`config.mk`:
```
export PLATFORM = sky130hd
export DESIGN_NAME = imem_fetch_buf
export DESIGN_NICKNAME = d
export VERILOG_FILES = /design/src/rtl/imem_pkg.sv /design/src/rtl/imem_resp_fifo.sv /design/src/rtl/imem_fetch_buf.sv
export SDC_FILE = /design/constraint.sdc
export NUM_CORES = 2
export LEC_CHECK = 0
export CAP_MARGIN = 5
export CORE_MARGIN = 4
export CORE_UTILIZATION = 40
export CTS_CLUSTER_DIAMETER = 80
export DETAILED_ROUTE_END_ITERATION = 16
export PLACE_DENSITY_LB_ADDON = 0.05
export SLEW_MARGIN = 20
export SYNTH_ARGS = -nofsm -noshare
export SYNTH_HDL_FRONTEND = slang
export SYNTH_SLANG_ARGS = --single-unit
```
`constraint.sdc`:
```
create_clock -name clk -period 24.1 [get_ports clk]
set_input_delay 2.41 -clock clk [delete_from_list [all_inputs] [get_ports clk]]
set_output_delay 2.41 -clock clk [all_outputs]
set_load 0.02 [all_outputs]
```
`src/rtl/imem_pkg.sv`:
```
// Shared types and constants for the fetch-stage instruction memory.
// Holds the FSM state type, the boot image and the default fill word.
package imem_pkg;

   typedef enum logic {BOOT, RUN} state_t;

   localparam int unsigned IMG_LEN = 6;
   localparam logic [7:0] BOOT_IMG [IMG_LEN] = '{8'h1B, 8'h5A, 8'h53, 8'hC1, 8'h1C, 8'h5D};
   localparam logic [7:0] FILL_DEF = 8'h00;

endpackage

```
`src/rtl/imem_resp_fifo.sv`:
```
// Two-entry response FIFO of {instr, pc, err}.
// The entry registers double as the synchronous read register of the RAM.
module imem_resp_fifo
   import imem_pkg::*;
#(
   parameter int INSTR_W = 8,
   parameter int ADDR_W = 8,
   parameter logic [INSTR_W-1:0] RST_INSTR = '0
) (
   input  logic               clk,
   input  logic               rst,
   input  logic               clear,
   input  logic               push,
   input  logic [INSTR_W-1:0] push_instr,
   input  logic [ADDR_W-1:0]  push_pc,
   input  logic               push_err,
   input  logic               pop,
   output logic [1:0]         count,
   output logic [INSTR_W-1:0] head_instr,
   output logic [ADDR_W-1:0]  head_pc,
   output logic               head_err
);

   logic [INSTR_W-1:0] ent_instr [2];
   logic [ADDR_W-1:0]  ent_pc [2];
   logic               ent_err [2];
   logic               wr_ptr;
   logic               rd_ptr;
   logic               push_ok;
   logic               pop_ok;

   assign push_ok = push && (count != 2'd2);
   assign pop_ok  = pop && (count != 2'd0);

   always_ff @(posedge clk or negedge rst) begin
      if (!rst) begin
         for (int i = 0; i < 2; i++) begin
            ent_instr[i] <= RST_INSTR;
            ent_pc[i]    <= '0;
            ent_err[i]   <= 1'b0;
         end
         wr_ptr <= 1'b0;
         rd_ptr <= 1'b0;
         count  <= 2'd0;
      end else if (clear) begin
         wr_ptr <= 1'b0;
         rd_ptr <= 1'b0;
         count  <= 2'd0;
      end else begin
         if (push_ok) begin
            ent_instr[wr_ptr] <= push_instr;
            ent_pc[wr_ptr]    <= push_pc;
            ent_err[wr_ptr]   <= push_err;
            wr_ptr            <= ~wr_ptr;
         end
         if (pop_ok) begin
            rd_ptr <= ~rd_ptr;
         end
         count <= count + 2'(push_ok) - 2'(pop_ok);
      end
   end

   assign head_instr = ent_instr[rd_ptr];
   assign head_pc    = ent_pc[rd_ptr];
   assign head_err   = ent_err[rd_ptr];

endmodule

```
`src/rtl/imem_fetch_buf.sv`:
```
// Fetch-stage instruction RAM with boot-image copy, runtime load port and
// a valid/ready fetch interface backed by a two-entry response buffer.
//
// state | meaning
// BOOT  | copying boot image / FILL into RAM, one word per cycle
// RUN   | fetches and program loads accepted
module imem_fetch_buf
   import imem_pkg::*;
#(
   parameter int INSTR_W = 8,
   parameter int ADDR_W = 8,
   parameter int DEPTH = 256,
   parameter logic [INSTR_W-1:0] FILL = INSTR_W'(FILL_DEF)
) (
   input  logic               clk,
   input  logic               rst,
   output logic               boot_done,
   input  logic               req_valid,
   input  logic [ADDR_W-1:0]  req_pc,
   output logic               req_ready,
   output logic               resp_valid,
   output logic [INSTR_W-1:0] resp_instr,
   output logic [ADDR_W-1:0]  resp_pc,
   output logic               resp_err,
   input  logic               resp_ready,
   input  logic               flush,
   input  logic               ld_valid,
   input  logic [ADDR_W-1:0]  ld_addr,
   input  logic [INSTR_W-1:0] ld_data,
   output logic               ld_ready
);

   localparam int IDX_W = $clog2(DEPTH);

   function automatic logic in_range(input logic [ADDR_W-1:0] addr);
      return 32'(addr) < DEPTH;
   endfunction

   state_t             state;
   logic [ADDR_W-1:0]  boot_cnt;
   logic [INSTR_W-1:0] boot_word;
   logic [INSTR_W-1:0] mem [DEPTH];
   logic [1:0]         count;
   logic               pop;
   logic               req_fire;
   logic               req_in;
   logic [INSTR_W-1:0] rd_word;

   always_comb begin
      boot_word = FILL;
      for (int unsigned i = 0; i < IMG_LEN; i++) begin
         if (32'(boot_cnt) == i) boot_word = INSTR_W'(BOOT_IMG[i]);
      end
   end

   always_ff @(posedge clk or negedge rst) begin
      if (!rst) begin
         state     <= BOOT;
         boot_cnt  <= '0;
         boot_done <= 1'b0;
         ld_ready  <= 1'b0;
      end else begin
         case (state)
            BOOT: begin
               boot_cnt <= boot_cnt + 1'b1;
               if (32'(boot_cnt) == DEPTH - 1) begin
                  state     <= RUN;
                  boot_done <= 1'b1;
                  ld_ready  <= 1'b1;
               end
            end
            RUN: state <= RUN;
            default: state <= BOOT;
         endcase
      end
   end

   // Boot and load writes share the single write port; ld_ready is low in BOOT.
   always_ff @(posedge clk) begin
      if (state == BOOT) begin
         mem[boot_cnt[IDX_W-1:0]] <= boot_word;
      end else if (ld_valid && ld_ready && in_range(ld_addr)) begin
         mem[ld_addr[IDX_W-1:0]] <= ld_data;
      end
   end

   // Read data is captured into the buffer at the accept edge, so a
   // same-edge load to the same address is seen as the old word.
   assign req_in    = in_range(req_pc);
   assign rd_word   = req_in ? mem[req_pc[IDX_W-1:0]] : FILL;
   assign pop       = resp_valid && resp_ready;
   assign req_ready = (state == RUN) && !flush && ((count != 2'd2) || pop);
   assign req_fire  = req_valid && req_ready;
   assign resp_valid = (count != 2'd0);

   imem_resp_fifo #(
      .INSTR_W  (INSTR_W),
      .ADDR_W   (ADDR_W),
      .RST_INSTR(FILL)
   ) u_fifo (
      .clk       (clk),
      .rst       (rst),
      .clear     (flush),
      .push      (req_fire),
      .push_instr(rd_word),
      .push_pc   (req_pc),
      .push_err  (!req_in),
      .pop       (pop),
      .count     (count),
      .head_instr(resp_instr),
      .head_pc   (resp_pc),
      .head_err  (resp_err)
   );

endmodule

```
==> results.toml <==
[worst_setup_path]
endpoint_kind = "flop"
crit_chain = "buf_8 -> buf_4 -> buf_4 -> buf_12 -> mux4_2 -> a22oi_1 -> a21oi_1 -> nor4_1 -> a31oi_1 -> o21ai_0 -> o21ai_0"
startpoint_type = "input port"
crit_buf_inv = 4
cp_slowest_cell = "nor4_1"
max_stage_delay_ns = 0.86
criticalPathCategory = "in2reg"
cp.required_ns = 24.80
crit_fanout = 86
crit_family = "buffers and inverters"
worstPathArrival_ns = 7.36

[cells_and_area]
syn_to_final_growth_pct = 12.8
stdcell_count = 7035
layout.area.seq_mm2 = 0.0627
multi_input_comb_area_mm2 = 0.0183
drive_above_1_share_pct = 23.1
final_common_cell = "edfxtp_1"
layout.nets = 4193
fillCellCount = 17400
mostFrequentLayoutCells = "2048 x edfxtp_1, 477 x mux4_2, 301 x nor2_1"

[cts]
cts_tree = "built"
numCtsBuffers = 223
cts_sinks = 2096
cts_root_buffer = "clkbuf_16"
cts_hold_buf = 0
path_clk_slew_ns = 0.06
cts.repair.resized = 0
clock_path_buffers = 3
cts_setup_buffers = 0
htree_levels = 4
clkLatencyLatePin_ns = 0.86

[sta]
rsz0062_at_grt = "false"
finalCritPeriodShare_pct = 27.6
max_slew_margin_pct = 14.0
clock.fmax_mhz = 150
final.setup.tns_ns = 0
hold_viol_final = 0
tightest_slew_ns = 1.28
finalCriticalPeriod_ns = 6.66
maxSlewViolCount = 0
setup_viol = 0
finClkSkew_ns = 0.0318

[flow_run]
max-cap-violations = 0

[place]
dpl.hpwl_mm = 147
gp_congestion = 0.789
port_buffers = 50
dp_cells = 6618

[logic_synthesis]
synth_edf_count = 2048
synth_area_per_cell_um2 = 20.5
netlist_instances = 4004
async_flop_share_pct = 2.29
syn_area_mm2 = 0.0823
synth_seq_cells = 2096
ys_seq_area_share_pct = 76.2
synth_fp_nets = 4040
ys_types = 64
yosys_most_used_dff = "edfxtp_1"
ys.warnings.count = 0

[detailed_routing]
antenna_left = 0
drc = 0
vias = 40600
drt_wl_total_mm = 240
dr.first_iter.drc_count = 4646
wire_per_inst_um = 34.0
post_drt_via_cell_ratio = 5.78
dr.pass1.iters = 5

[floorplanning]
die_area_mm2 = 0.213
pin_count = 51
start_util_pct = 40.2
die_x_um = 462
core_area_mm2 = 0.205
fp.dieH_um = 462
rows = 166

[global_route]
grt_pass1_vias = 41300
antenna_found_initial = 17
grt_max_degree = 182
track_usage_pct = 22.6
grt_overflow = 0
grt_pass1_wl_mm = 336

[power_and_ir_drop]
leakage_nw = 29.3
ir_drop_v = 0.0000726
power.density_mw_per_mm2 = 80.2

[min_path]
hold_class = "reg2reg"

[outcome]
outcome = "finished, final reports clean"
==> synthesized netlist by cell type, drive strengths merged (6+ instances only) <==
cell type,number,area (um2)
o22ai,19,119
ha,6,75.1
o31ai,12,90.1
nor2,314,1180
or2,6,37.5
a31oi,9,56.3
a22oi,94,706
nand2,145,544
buf,151,1120
edfxtp,2048,61500
a221oi,21,184
mux4,477,10700
o21ai,41,205
nor4,12,75.1
o41ai,6,60.1
inv,9,33.8
dfrtp,48,1200
and2,14,87.6
nor2b,29,181
nand2b,12,75.1
nor3,9,45.0
a22o,12,105
a21oi,69,345
o221ai,12,105
o211ai,11,82.6
mux2i,156,1560
nand3b,16,120
nand3,33,165
clkbuf,89,334
a211oi,26,195
mux2,45,507
==> registers in the layout, indices dropped and copies added (netlist names) <==
register	flops
ld_ready	1
u_fifo.ent_pc	16
u_fifo.ent_err	2
u_fifo.rd_ptr	1
mem	2048
state	1
u_fifo.ent_instr	16
u_fifo.wr_ptr	1
u_fifo.count	2
boot_cnt	8
==> cells by family (layout without fill, tap and decap cells) <==
kind of cell / count (synthesis) / in the layout / synth area share, %
AO/OA/AOI/OAI: 358 / 358 / 3.02
XOR/XNOR: 10 / 10 / 0.106
adder cells (fa/ha/maj): 6 / 6 / 0.0912
buffers and inverters: 249 / 590 / 1.81
flip-flops: 2096 / 2096 / 76.2
multiplexers: 678 / 678 / 15.6
other: 0 / 2 / 0
AND/OR/NAND/NOR: 607 / 607 / 3.20
==> report_power, final <==
group / switching, W / leakage, nW / internal [W] / total [W]
Clock: 0.00142 / 3.43 / 0.00188 / 0.00330
Sequential: 0.00000303 / 19.8 / 0.00394 / 0.00394
Combinational: 0.000134 / 6.09 / 0.0000669 / 0.000201
==> worst paths after layout <==
check | to | startpoint | slack (ns) | depth (start not counted)
max | u_fifo.ent_instr[14] | req_pc[0] | 17.44 | 11
min | u_fifo.ent_pc[10] | u_fifo.ent_pc[10] | 0.47 | 2
min in group asynchronous | u_fifo.ent_pc[1] | rst | 1.70 | 2
min reg2reg | u_fifo.ent_pc[10] | u_fifo.ent_pc[10] | 0.47 | 2
max in group asynchronous | boot_cnt[1] | rst | 21.77 | 2
max reg2reg | mem[9][2] | state | 18.79 | 5
==> per-stage QoR <==
step	hold WS, ns	instance area (um2)	setup WS [ns]	utilization, %	total power, W
after floorplan	0.438	82300	3.97	-	0.00415
after global placement	0.455	85800	16.48	41.9	0.00422
after detailed placement	0.462	85800	16.47	41.9	0.00422
after CTS	0.476	92700	17.39	45.3	0.00752
after global routing	0.500	92800	17.22	45.4	0.00768
final	0.473	92800	17.44	45.4	0.00744
==> worst reg2reg max path, cell delays in order, from the launching register on <==
cell and delay [ns]:
dfrtp_1 0.97, nand3_1 0.76, or3_1 0.54, o21ai_1 0.67, nand2_1 0.94, nor2_1 1.05
==> metal layers <==
metal	track usage (%)	wire length, um	up-vias
met1	34.0	108000	22100
met4	5.23	5060	0
met2	34.9	111000	1390
met5	0	0	-
li1	-	-	16900
met3	3.44	14900	279
==> area by class of cell <==
type,instances,area share [%]
inverters,9,0.0364
repair buffers,168,1.59
multi-input cells,1659,19.7
clock inverters,122,1.02
well taps,2688,3.62
clock buffers,291,6.48
diodes,2,0.00539
flip-flops and latches,2096,67.6
No activity file was read; power rests on OpenSTA's default activity.
